[config.mk]
export PLATFORM = sky130hd
export DESIGN_NAME = mem_lsu
export DESIGN_NICKNAME = d
export VERILOG_FILES = /design/src/rtl/mem_lsu.sv
export SDC_FILE = /design/constraint.sdc
export NUM_CORES = 1
export LEC_CHECK = 0
export CORE_MARGIN = 4
export CORE_UTILIZATION = 37
export DETAILED_ROUTE_END_ITERATION = 6
export PLACE_DENSITY = 0.81
export SETUP_SLACK_MARGIN = 0.1
export SYNTH_ARGS = -nofsm -noshare
export SYNTH_HDL_FRONTEND = slang
export SYNTH_SLANG_ARGS = --single-unit
[constraint.sdc]
create_clock -name clk -period 2 [get_ports clk]
set_input_delay 0.4 -clock clk [delete_from_list [all_inputs] [get_ports clk]]
set_output_delay 0.4 -clock clk [all_outputs]
set_load 0.02 [all_outputs]
[src/rtl/mem_lsu.sv]
// mem_lsu -- MEM-stage load/store unit.
//
// Takes the EX/MEM register outputs, runs one req/ack bus transaction per load
// or store, stalls the front of the pipeline until the access completes, and
// hands aligned/extended load data (or the ALU result) to the MEM/WB register.
//
// Ports
//   clk, rst                        clock, synchronous active-high reset
//   mem_aluop                       operation from EX/MEM
//   mem_mem_addr                    effective byte address
//   mem_store_data                  store source value
//   mem_reg_write_data/addr/en      ALU result and destination from EX/MEM
//   hold_from_wb                    downstream stall; keeps a finished access in DONE
//   data_req/we/wstrb/addr/wdata    bus request side
//   data_ack, data_rdata            bus completion and read word
//   stall_req                       stall EX/MEM and earlier stages
//   ale                             address-misalign exception flag
//   wb_reg_write_data/addr/en       to MEM/WB register
//
// Build option
//   MEM_LSU_ALIGN_CHECK_EN  defined: misaligned halfword/word ops raise ale and
//                           are not issued. Undefined: ale is 0 and misaligned
//                           ops access the aligned containing unit.

`ifndef ALUOpWidth
`define ALUOpWidth 8
`endif
`ifndef ALU_LDB
`define ALU_LDB  8'h20
`define ALU_LDH  8'h21
`define ALU_LDW  8'h22
`define ALU_LDBU 8'h23
`define ALU_LDHU 8'h24
`define ALU_STB  8'h28
`define ALU_STH  8'h29
`define ALU_STW  8'h2A
`endif

module mem_lsu (
  input  logic                   clk,
  input  logic                   rst,
  input  logic [`ALUOpWidth-1:0] mem_aluop,
  input  logic [31:0]            mem_mem_addr,
  input  logic [31:0]            mem_store_data,
  input  logic [31:0]            mem_reg_write_data,
  input  logic [4:0]             mem_reg_write_addr,
  input  logic                   mem_reg_write_en,
  input  logic                   hold_from_wb,
  output logic                   data_req,
  output logic                   data_we,
  output logic [3:0]             data_wstrb,
  output logic [31:0]            data_addr,
  output logic [31:0]            data_wdata,
  input  logic                   data_ack,
  input  logic [31:0]            data_rdata,
  output logic                   stall_req,
  output logic                   ale,
  output logic [31:0]            wb_reg_write_data,
  output logic [4:0]             wb_reg_write_addr,
  output logic                   wb_reg_write_en
);

  typedef enum logic [1:0] {IDLE, REQ, DONE} state_t;

  localparam logic [1:0] SZ_B = 2'd0;
  localparam logic [1:0] SZ_H = 2'd1;
  localparam logic [1:0] SZ_W = 2'd2;

  state_t      state, state_nxt;

  logic        is_ld, is_st, is_mem, ld_sext, misal, go;
  logic [1:0]  sz, off;

  logic        req_ld_p1, req_sext_p1;
  logic [1:0]  req_sz_p1, req_off_p1;
  logic [31:0] ld_buf_p2;

  function automatic logic [3:0] fmt_wstrb(input logic [1:0] s, input logic [1:0] o);
    case (s)
      SZ_B:    return 4'b0001 << o;
      SZ_H:    return 4'b0011 << o;
      default: return 4'b1111;
    endcase
  endfunction

  function automatic logic [31:0] fmt_wdata(input logic [1:0] s, input logic [31:0] d);
    case (s)
      SZ_B:    return {4{d[7:0]}};
      SZ_H:    return {2{d[15:0]}};
      default: return d;
    endcase
  endfunction

  function automatic logic [31:0] ext_load(input logic [1:0] s, input logic sx,
                                           input logic [1:0] o, input logic [31:0] rd);
    logic        [31:0] sh;
    logic signed [7:0]  b;
    logic signed [15:0] h;
    logic signed [31:0] r;
    sh = rd >> {o, 3'b000};
    b  = sh[7:0];
    h  = sh[15:0];
    case (s)
      SZ_B:    r = sx ? 32'(b) : {24'b0, sh[7:0]};
      SZ_H:    r = sx ? 32'(h) : {16'b0, sh[15:0]};
      default: r = sh;
    endcase
    return r;
  endfunction

  always_comb begin
    is_ld   = 1'b0;
    is_st   = 1'b0;
    ld_sext = 1'b0;
    sz      = SZ_W;
    case (mem_aluop)
      `ALU_LDB:  begin is_ld = 1'b1; sz = SZ_B; ld_sext = 1'b1; end
      `ALU_LDH:  begin is_ld = 1'b1; sz = SZ_H; ld_sext = 1'b1; end
      `ALU_LDW:  begin is_ld = 1'b1; sz = SZ_W; end
      `ALU_LDBU: begin is_ld = 1'b1; sz = SZ_B; end
      `ALU_LDHU: begin is_ld = 1'b1; sz = SZ_H; end
      `ALU_STB:  begin is_st = 1'b1; sz = SZ_B; end
      `ALU_STH:  begin is_st = 1'b1; sz = SZ_H; end
      `ALU_STW:  begin is_st = 1'b1; sz = SZ_W; end
      default:   ;
    endcase
  end

  assign is_mem = is_ld | is_st;

  // Low address bits the access size cannot use are dropped, so a misaligned
  // access (when not trapped) lands on its aligned containing unit.
  always_comb begin
    case (sz)
      SZ_B:    off = mem_mem_addr[1:0];
      SZ_H:    off = {mem_mem_addr[1], 1'b0};
      default: off = 2'b00;
    endcase
  end

`ifdef MEM_LSU_ALIGN_CHECK_EN
  assign misal = is_mem && (((sz == SZ_H) && mem_mem_addr[0]) ||
                            ((sz == SZ_W) && (mem_mem_addr[1:0] != 2'b00)));
`else
  assign misal = 1'b0;
`endif

  assign go  = is_mem && !misal;
  assign ale = (state == IDLE) && misal;

  always_ff @(posedge clk) begin
    if (rst) state <= IDLE;
    else     state <= state_nxt;
  end

  always_comb begin
    state_nxt = state;
    case (state)
      IDLE:    if (go) state_nxt = REQ;
      REQ:     if (data_ack) state_nxt = DONE;
      DONE:    if (!hold_from_wb) state_nxt = IDLE;
      default: state_nxt = IDLE;
    endcase
  end

  // Request capture: bus fields frozen for the whole REQ state
  always_ff @(posedge clk) begin
    if (rst) begin
      data_we     <= 1'b0;
      data_wstrb  <= 4'b0;
      data_addr   <= 32'b0;
      data_wdata  <= 32'b0;
      req_ld_p1   <= 1'b0;
      req_sext_p1 <= 1'b0;
      req_sz_p1   <= 2'b0;
      req_off_p1  <= 2'b0;
      ld_buf_p2   <= 32'b0;
    end else begin
      if ((state == IDLE) && go) begin
        data_we     <= is_st;
        data_wstrb  <= is_st ? fmt_wstrb(sz, off) : 4'b0000;
        data_addr   <= {mem_mem_addr[31:2], 2'b00};
        data_wdata  <= fmt_wdata(sz, mem_store_data);
        req_ld_p1   <= is_ld;
        req_sext_p1 <= ld_sext;
        req_sz_p1   <= sz;
        req_off_p1  <= off;
      end
      // Load completion: extracted value buffered for DONE
      if ((state == REQ) && data_ack)
        ld_buf_p2 <= ext_load(req_sz_p1, req_sext_p1, req_off_p1, data_rdata);
    end
  end

  // Request drops in the reset cycle itself so the bus never sees a stale req.
  assign data_req = (state == REQ) && !rst;

  always_comb begin
    wb_reg_write_data = mem_reg_write_data;
    wb_reg_write_addr = mem_reg_write_addr;
    wb_reg_write_en   = mem_reg_write_en;
    stall_req         = 1'b0;
    case (state)
      IDLE: begin
        if (is_mem) begin
          wb_reg_write_en = 1'b0;
          stall_req       = go;
        end
      end
      REQ: begin
        wb_reg_write_en = 1'b0;
        stall_req       = 1'b1;
      end
      DONE: begin
        if (req_ld_p1) wb_reg_write_data = ld_buf_p2;
        else           wb_reg_write_en   = 1'b0;
      end
      default: ;
    endcase
  end

endmodule

==> summary.md <==
| Metric | Value |
|---|---|
| Clock sinks | 107 |
| Async set-reset flop share out of synthesis | 0 |
| Leak pwr | 0.00324 uW |
| Dominant cell type by area after synthesis | dfxtp_1 |
| Final Power | 4840 uW |
| Arrival @ worst endpoint | 1.68 ns |
| Routed WL per cell | 18.1 um |
| Rows | 43 |
| Via count | 5394 |
| CTS tree | done |
| CP max-delay cell | dlygate4sd2_1 |
| Post-CTS Hold Buffers | 0 |
| Via density | 5.16 |
| Avg Inst Size Synth | 8.60 um2 |
| Total global-route track usage | 0.223 |
| First-pass GRT wire length | 28500 um |
| Worst setup EP type | output pin |
| Skew-Pair Late Insertion Delay | 0.34 ns |
| Slew HR | 0.597 |
| Final setup viols | 37 |
| Hold path startpoint | data_addr[17] |
| # DRC | 0 |
| Inst Count DP | 1015 |
| Transition time of the tightest slew-check pin | 0.604 ns |
| R2r setup slk | 0.02 ns |
| Largest net degree at the start of global routing | 53 |
| Synth Cell Area | 5200 um2 |
| RSZ-0062 raised after global routing | yes |
| Synth warnings | 0 |
| Vias in the first global route | 5401 |
| Final ANT Viol Nets | 0 |
| Fmax | 481 MHz |
| Synth area leaders | dfxtp_1 41%, mux2_2 9.7%, nand2_1 9.7% |
| Mapped Cells | 605 |
| Pwr Density | 551 nW/um2 |
| Post-synth EDFFs | 0 |
| CP Launch Type | input pin |
| Worst Hold Depth | 2 |
| Post-synthesis sequential area ratio | 0.412 |
| Die height | 127 um |
| CTS Root Buffer Type | clkbuf_16 |
| R2R Path Start | state[1] |
| Synth top cells by count | 135 x nand2_1, 107 x dfxtp_1, 62 x a21oi_1, 54 x nor2_1, 45 x mux2_2 |
| Synth Flop Type | dfxtp_1 |
| Area delta synth->final | 69.0% |
| Dpl hpwl | 13100 um |
| Storage cell area | 2140 um2 |
| Clock buffer depth | 2 |
| Overflow after GRT | 0 |
| Max-slew violations | 0 |
| Yosys reg bits | 107 |
| Reg2Reg Depth | 8 |
| Fin cells | 1046 |
| Top Ports | 256 |
| Period utilisation layout | 1.04 |
| Layout Nets | 1007 |
| Hold EP | data_addr[17] |
| Routability congestion estimate | 0.864 |
| Max IR drop VDD | 0.000311 V |
| Crit-path max cell delay | 0.26 ns |
| Full die area | 16000 um2 |
| Largest driver fanout on the critical path | 3 |
| Failing checks | negative setup slack |
| Fin. Hold Viols | 0 |
| Synth cell types | 45 |
| CTS Buf Count | 9 |
| Max Cap Viol | 0 |
| Core Region | 13800 um2 |
| Buffers on Ports | 242 |
| Fin crit period | 2.08 ns |
| R2R Path End | data_addr[30] |
| Final wirelength | 18900 um |
| Share of the synthesized area in the top cell type | 0.412 |
| Leading cell type by number of instances after synthesis | nand2_1 |
| Setup WS pre-CTS | -0.810 ns |
| Initial Utilization | 0.376 |
| CP Class | input pin to output pin |
| Antenna cell count | 0 |
| Initial antenna violation count | 0 |
| Die W | 127 um |
| HP Class | register to register |
| Clk pin slew, worst setup/hold paths | 0.07 ns |
| Fin util | 0.636 |
| Pre-antenna DRT Iters | 6 |
| Max H-tree Level | 3 |
| Setup Skew | 0.00699 ns |
| Status | complete, but fails checks |
| Cell chain of the critical path | dlygate4sd2_1 > a21o_1 > buf_4 > a211oi_4 > nor2_2 > o211a_1 > buf_6 |
| Fillers | 1131 |
| Initial DRC Count | 261 |
| Worst Path Required | 1.60 ns |
| Multi-input gate area | 2920 um2 |
| Worst Slack Setup Final | -0.0782 ns |
| Share of layout cells above drive strength 1 | 0.223 |
-- final cells by class --
class                      count  area share
clock inverter                 4     0.00555
multi-input combinational    437       0.333
sequential                   107       0.244
inverter                       4     0.00171
clock buffer                  12      0.0292
tap                          180      0.0256
timing repair buffer         302       0.361
-- logic make-up (layout without fill, tap and decap cells) --
group	after synthesis	count (layout)	synth area share
and+or+nand+nor	221	221	0.175
AOI/OAI and AO/OA	146	146	0.208
DFF	107	107	0.412
muxes	67	67	0.145
buffers and inverters	63	322	0.0594
other	1	3	0.000721
-- where the power goes --
group          internal [uW]  total, uW  switching, uW
clock network           1040       1810            772
logic                    496        857            361
registers               2160       2170           15.3
-- routing by layer --
| metal | GRT usage | wire, um | vias up |
|---|---|---|---|
| met5 | 0 | 0 | - |
| met4 | 0.0511 | 129 | 0 |
| met3 | 0.0808 | 1680 | 8 |
| met2 | 0.403 | 9660 | 208 |
| met1 | 0.250 | 7430 | 2539 |
| li1 | - | - | 2639 |
-- state kept, by name, summed over array words and instances (netlist names) --
signal and count:
data_wdata 32, ld_buf_p2 32, data_addr 30, data_wstrb 4, req_off_p1 2, req_sz_p1 2
state 2, data_we 1, req_ld_p1 1, req_sext_p1 1
-- through the flow --
| stage | setup TNS [ns] | cell area [um2] | hold WS (ns) |
|---|---|---|---|
| 2_1_floorplan | -0.0631 | 5220 | 0.434 |
| 3_3_place_gp | -37.42 | 8020 | 0.440 |
| 3_5_place_dp | -39.48 | 8020 | 0.446 |
| 4_1_cts | -1.30 | 8540 | 0.456 |
| 5_1_grt | -3.97 | 8790 | 0.478 |
| 6_report | -0.471 | 8790 | 0.454 |
-- how the worst max path moves through the flow --
| stage | end | cells past startpoint | slack, ns | from |
|---|---|---|---|---|
| final | wb_reg_write_en | 7 | -0.08 | mem_aluop[3] |
| after global placement | wb_reg_write_en | 6 | -0.79 | mem_aluop[4] |
| after detailed placement | wb_reg_write_en | 6 | -0.81 | mem_aluop[4] |
| after CTS | wb_reg_write_en | 6 | -0.13 | mem_aluop[6] |
| after floorplan | data_wdata[10] | 6 | -0.01 | mem_aluop[4] |
| after global routing | wb_reg_write_en | 7 | -0.14 | mem_aluop[3] |
-- placed cells by master, fill, tap and decap left out, types with 3 or more instances in the layout --
cell type,n
clkdlybuf4s50_1,198
nand2_1,134
dfxtp_1,105
a21oi_1,60
nor2_1,51
buf_4,40
buf_6,40
a211oi_1,25
mux2_4,24
mux2_2,21
mux2i_1,17
a211oi_2,10
clkbuf_16,10
a311oi_1,9
nor3_1,9
a222oi_1,8
buf_12,8
o2bb2ai_1,7
o211ai_1,7
buf_16,5
nand2b_1,4
nor2b_1,4
inv_1,4
a22o_1,4
dlygate4sd2_1,4
nor2_2,3
a2111o_1,3
conb_1,3
buf_2,3
-- critical path, delay by kind of cell --
kind	cells	cell delay, ns
AND/OR/NAND/NOR	1	0.08
AO/OA/AOI/OAI	3	0.67
buffers and inverters	3	0.53
-- what timing repair did --
item                                    CTS  global route
gates resized for setup                 214            65
gates cloned                              6             1
endpoints found under the setup margin  108            94
buffers inserted                          5             3
pin swaps                                 9             9
(Power assumes the default switching activity.)
